## src/rtl/pico_receiver.sv

```systemverilog
// pico_receiver: PICO serial command receiver feeding a POCI register block.
// Deserialises an LSB-first command byte (bit 7 = write, bits 6:0 = address)
// and, for writes, a data byte. It sequences POCI's control/write-data inputs
// so write_data settles one cycle before a writable address is presented.
// Ports:
//   sclk           serial clock, all state updates on rising edge
//   rstn           asynchronous active-low reset
//   cs             frame enable, active-high; low returns to IDLE
//   serial_in      PICO data, LSB first
//   control_signal address to POCI, 0 when no command is active
//   write_data     last accepted write byte, held until the next write
//   write_pulse    one-cycle strobe when a write address is presented
//   frame_err      one-cycle strobe on an invalid command
module pico_receiver #(
  parameter int unsigned MAX_ADDR = 59,
  parameter int unsigned NUM_WR   = 3
) (
  input  logic       sclk,
  input  logic       rstn,
  input  logic       cs,
  input  logic       serial_in,
  output logic [7:0] control_signal,
  output logic [7:0] write_data,
  output logic       write_pulse,
  output logic       frame_err
);

  localparam logic [6:0] MaxA = 7'(MAX_ADDR);
  localparam logic [6:0] NumW = 7'(NUM_WR);

  typedef enum logic [1:0] {
    IDLE = 2'd0,
    ADDR = 2'd1,
    DATA = 2'd2,
    HOLD = 2'd3
  } state_e;

  state_e     state_q, state_d;
  logic [2:0] bit_cnt_q, bit_cnt_d;
  logic [7:0] addr_q, addr_d;
  logic [7:0] data_q, data_d;
  logic [7:0] ctrl_q, ctrl_d;
  logic [7:0] wdata_q, wdata_d;
  logic       pulse_q, pulse_d;
  logic       err_q, err_d;

  // Shift registers with the current serial bit already merged in, so the
  // completing edge can decode the full byte.
  logic [7:0] a_full;
  logic [7:0] d_full;
  logic       rd_ok;
  logic       wr_ok;
  logic       last_bit;

  always_comb begin
    a_full            = addr_q;
    a_full[bit_cnt_q] = serial_in;
    d_full            = data_q;
    d_full[bit_cnt_q] = serial_in;
  end

  assign rd_ok    = (a_full[6:0] <= MaxA);
  assign wr_ok    = (addr_q[6:0] != 7'd0) && (addr_q[6:0] <= NumW);
  assign last_bit = (bit_cnt_q == 3'd7);

  // State register
  always_ff @(posedge sclk or negedge rstn) begin
    if (!rstn) begin
      state_q <= IDLE;
    end else begin
      state_q <= state_d;
    end
  end

  // Next-state logic
  always_comb begin
    state_d = state_q;
    if (!cs) begin
      state_d = IDLE;
    end else begin
      case (state_q)
        IDLE: state_d = ADDR;
        ADDR: if (last_bit) state_d = a_full[7] ? DATA : HOLD;
        DATA: if (last_bit) state_d = HOLD;
        HOLD: if (last_bit) state_d = ADDR;
        default: state_d = IDLE;
      endcase
    end
  end

  // Output / datapath next values
  always_comb begin
    bit_cnt_d = bit_cnt_q;
    addr_d    = addr_q;
    data_d    = data_q;
    ctrl_d    = ctrl_q;
    wdata_d   = wdata_q;
    pulse_d   = 1'b0;
    err_d     = 1'b0;
    if (!cs) begin
      // Abort: drop the partial frame, keep write_data.
      bit_cnt_d = 3'd0;
      ctrl_d    = 8'd0;
    end else begin
      case (state_q)
        IDLE: begin
          addr_d    = {7'd0, serial_in};
          bit_cnt_d = 3'd1;
          ctrl_d    = 8'd0;
        end
        ADDR: begin
          addr_d    = a_full;
          bit_cnt_d = bit_cnt_q + 3'd1;
          if (last_bit && !a_full[7]) begin
            if (rd_ok) ctrl_d = {1'b0, a_full[6:0]};
            else       err_d  = 1'b1;
          end
        end
        DATA: begin
          data_d    = d_full;
          bit_cnt_d = bit_cnt_q + 3'd1;
          if (last_bit) begin
            if (wr_ok) wdata_d = d_full;
            else       err_d   = 1'b1;
          end
        end
        HOLD: begin
          bit_cnt_d = bit_cnt_q + 3'd1;
          // Address follows write_data by one cycle for latch safety.
          if ((bit_cnt_q == 3'd0) && addr_q[7] && wr_ok) begin
            ctrl_d  = {1'b0, addr_q[6:0]};
            pulse_d = 1'b1;
          end
          if (last_bit) ctrl_d = 8'd0;
        end
        default: begin
          bit_cnt_d = 3'd0;
          ctrl_d    = 8'd0;
        end
      endcase
    end
  end

  // Datapath and output registers
  always_ff @(posedge sclk or negedge rstn) begin
    if (!rstn) begin
      bit_cnt_q <= 3'd0;
      addr_q    <= 8'd0;
      data_q    <= 8'd0;
      ctrl_q    <= 8'd0;
      wdata_q   <= 8'd0;
      pulse_q   <= 1'b0;
      err_q     <= 1'b0;
    end else begin
      bit_cnt_q <= bit_cnt_d;
      addr_q    <= addr_d;
      data_q    <= data_d;
      ctrl_q    <= ctrl_d;
      wdata_q   <= wdata_d;
      pulse_q   <= pulse_d;
      err_q     <= err_d;
    end
  end

  assign control_signal = ctrl_q;
  assign write_data     = wdata_q;
  assign write_pulse    = pulse_q;
  assign frame_err      = err_q;

endmodule

```

## config.mk

```make
export PLATFORM = sky130hd
export DESIGN_NAME = pico_receiver
export DESIGN_NICKNAME = d
export VERILOG_FILES = /design/src/rtl/pico_receiver.sv
export SDC_FILE = /design/constraint.sdc
export NUM_CORES = 1
export LEC_CHECK = 0
export ABC_CLOCK_PERIOD_IN_PS = 2200
export CAP_MARGIN = 40
export CELL_PAD_IN_SITES_DETAIL_PLACEMENT = 2
export CELL_PAD_IN_SITES_GLOBAL_PLACEMENT = 2
export CORE_ASPECT_RATIO = 0.7
export CORE_MARGIN = 10
export CORE_UTILIZATION = 40
export CTS_CLUSTER_DIAMETER = 60
export DETAILED_ROUTE_END_ITERATION = 6
export DONT_BUFFER_PORTS = 1
export PLACE_DENSITY = 0.76
export SKIP_CTS_REPAIR_TIMING = 1
export SLEW_MARGIN = 20
export SYNTH_ARGS = -nofsm -noshare
export SYNTH_HDL_FRONTEND = slang
export SYNTH_SLANG_ARGS = --single-unit
```

## constraint.sdc

```tcl
create_clock -name sclk -period 2.2 [get_ports sclk]
set_input_delay 0.44 -clock sclk [delete_from_list [all_inputs] [get_ports sclk]]
set_output_delay 0.44 -clock sclk [all_outputs]
set_load 0.01 [all_outputs]
```

==> results.sh <==
export IMPL_status="complete, no violations"
export IMPL_worstRegToRegCells=8
export IMPL_synthCells=210
export IMPL_hold_ws_ns=0.2975
export IMPL_min_from="cs"
export IMPL_report_final_slew_viol_count=0
export IMPL_power_density_nw_per_um2=949.0
export IMPL_startpoint_type="flip-flop"
export IMPL_syn_num_nets=221
export IMPL_p_comb_frac=0.367
export IMPL_clk_pin_slew_ns=0.08
export IMPL_maxCapViolations=0
export IMPL_h_tree_depth=2
export IMPL_synth_edf_count=0
export IMPL_swShare=0.3642
export IMPL_fin_tns_setup_ns=0
export IMPL_synth_warning_count=0
export IMPL_cts_tree="done"
export IMPL_synth_area_leaders="dfrtp_1 (46%), mux2_2 (4.9%), mux2_4 (4.3%), ha_1 (4.2%), nand2_1 (4.0%)"
export IMPL_route_detailed_drc=0
export IMPL_p_sw_mw=0.8160
export IMPL_ys_ff_latch=38
export IMPL_required_ns=2.38
export IMPL_hold_viol=0
export IMPL_hold_class="input port to flip-flop"
export IMPL_start_util=0.4245
export IMPL_routed_via_density=5.633
export IMPL_holdPathEnd="state_q[0]"
export IMPL_syn2layout_area_growth_pct=13.20
export IMPL_grt_first_pass_wirelength_mm=9.998
export IMPL_via_count=1628
export IMPL_worstSetupPathType="flip-flop to flip-flop"
export IMPL_antenna_found_initial=0
export IMPL_ir_drop_mv=0.2971
export IMPL_numCtsBuffers=5
export IMPL_power_frac_seq=0.407
export IMPL_hpwlAfterDp_mm=4.390
export IMPL_grt_pass1_vias=1730
export IMPL_synth_common_cells="dfrtp_1 (38), nand2_1 (22), nor2_1 (20)"
export IMPL_drt_pass1_iter_count=4
export IMPL_routedWlPerCell_um=21.96
export IMPL_async_flop_share=1.000
export IMPL_fin_cells=289
export IMPL_rows=21
export IMPL_intPower_mw=1.425
export IMPL_total_power_mw=2.241
export IMPL_synth_top_area_share=0.4559
export IMPL_synth_top_area_cell="dfrtp_1"
export IMPL_synth_distinct_cells=40
export IMPL_r2r_start="bit_cnt_q[0]"
export IMPL_crit_fanout=8
export IMPL_die_area_sq_um=8549
export IMPL_fmax_ghz=0.4773
export IMPL_crit_path_cell_trace="ha_1 -> ha_1 -> nor2b_1 -> nand2_1 -> o22ai_2 -> a31oi_4 -> buf_12 -> mux2_4"
export IMPL_io_buffers=0
export IMPL_clock_power_share=0.226
export IMPL_detail_route_antenna_nets=0
export IMPL_endpoint_kind="flip-flop"
export IMPL_grt_overflow=0
export IMPL_syn_avg_cell_area_sq_um=9.932
export IMPL_synth_most_common_cell="dfrtp_1"
export IMPL_synth_flop_cell="dfrtp_1"
export IMPL_fin_nets=230
export IMPL_grt_max_degree=39
export IMPL_netlist_area_sq_um=2086
export IMPL_die_y_um=80.42
export IMPL_cts_sinks=38
export IMPL_ys_seq_area_frac=0.4559
export IMPL_fillCellCount=538
export IMPL_insertion_delay_ns=0.29
export IMPL_critPathSlowestCell="dfrtp_2"
export IMPL_drt_initial_drc_count=76
export IMPL_drt_total_wl_mm=6.346
export IMPL_diodes=0
export IMPL_r2r_slack_ns=0.10
export IMPL_setup_violations=0
export IMPL_clockBufferDepth=2
export IMPL_drive_above_1_share=0.2136
export IMPL_hold_path_depth=2
export IMPL_grt_util_all_layers=0.1485
export IMPL_period_share=0.9524
export IMPL_cp_common_cell="ha_1"
export IMPL_min_period_ns=2.095
export IMPL_cts_root_buf="clkbuf_8"
export IMPL_p_leak_nw=1.139
export IMPL_slowest_delay_ns=0.47
export IMPL_core_sq_um=4913
export IMPL_fin_skew_ns=0.007541
export IMPL_io_pins=22
export IMPL_placed_cells=274
export IMPL_crit_arrival_ns=2.27
export IMPL_gp_congestion=0.8413
export IMPL_fp_dieW_um=106.3
export IMPL_finalCoreUtilization=0.4805
export IMPL_r2r_end="control_signal[5]"
[stage by stage]
stage | worst slack (ns) | area [sq um]
final | 0.1048 | 2361
after global routing | -0.07452 | 2361
after CTS | -0.02807 | 2258
after detailed placement | -0.02104 | 2163
after global placement | 0.1539 | 2163
after floorplan | 0.3739 | 2086
[metal layers]
metal / track usage / vias up / routed length, um
met5: 0 / - / 0
met4: 0.02695 / 0 / 42
met3: 0.04625 / 9 / 315
met2: 0.2408 / 24 / 3005
met1: 0.1923 / 846 / 2982
li1: - / 749 / -
[logic make-up after synthesis]
family	after synthesis	synth area share
and+or+nand+nor	73	0.1770
AOI/OAI and AO/OA	47	0.1458
DFF	38	0.4559
muxes	23	0.1302
buffers and inverters	21	0.04739
adders and majority gates	7	0.04199
other	1	0.001798
[layout by cell type, fill, tap and decap left out, drive strengths merged, types with 7 or more instances in the layout]
| master | netlist | routed |
|---|---|---|
| a21oi | 10 | 10 |
| buf | 6 | 14 |
| ha | 7 | 7 |
| o21ai | 15 | 15 |
| inv | 8 | 8 |
| nand2 | 23 | 23 |
| and3 | 7 | 7 |
| dfrtp | 38 | 38 |
| mux2i | 8 | 8 |
| nor2 | 20 | 20 |
| mux2 | 15 | 15 |
[power groups by stage]
stage	combinational, mW	sequential, mW	clock (mW)
after floorplan	0.531	0.874	0
after global placement	0.624	0.919	0
after detailed placement	0.665	0.939	0
after CTS	0.682	0.927	0.525
after global routing	0.894	0.934	0.556
final	0.822	0.912	0.507
[registers in the layout (all words and copies together) (netlist names)]
name,count
addr_q,8
bit_cnt_q,3
control_signal,7
data_q,8
frame_err,1
state_q,2
write_data,8
write_pulse,1
[final cells by class]
class,instances,area [sq um],area share
clock inverter,2,12.51,0.005299
sequential,38,954.7,0.4043
multi-input combinational,151,1042,0.4414
inverter,8,30.03,0.01272
timing repair buffer,15,152.6,0.06465
clock buffer,6,82.58,0.03498
tap,69,86.33,0.03657
[worst max-delay path: cells and delay by family (launching register included)]
kind / cells / cell delay [ns]
AND/OR/NAND/NOR: 2 / 0.35
buffers and inverters: 1 / 0.15
adder cells (fa/ha/maj): 2 / 0.47
multiplexers: 1 / 0.30
AO/OA/AOI/OAI: 2 / 0.25
flip-flops: 1 / 0.47
[worst max-delay path by stage]
stage | cells after the start | endpoint | start
6_report | 8 | control_signal[5] | bit_cnt_q[0]
4_1_cts | 7 | control_signal[5] | bit_cnt_q[0]
5_1_grt | 7 | control_signal[5] | addr_q[2]
3_3_place_gp | 6 | control_signal[5] | bit_cnt_q[0]
3_5_place_dp | 7 | control_signal[4] | bit_cnt_q[0]
2_1_floorplan | 7 | control_signal[0] | bit_cnt_q[0]
Power figures use the tool's default switching activity.
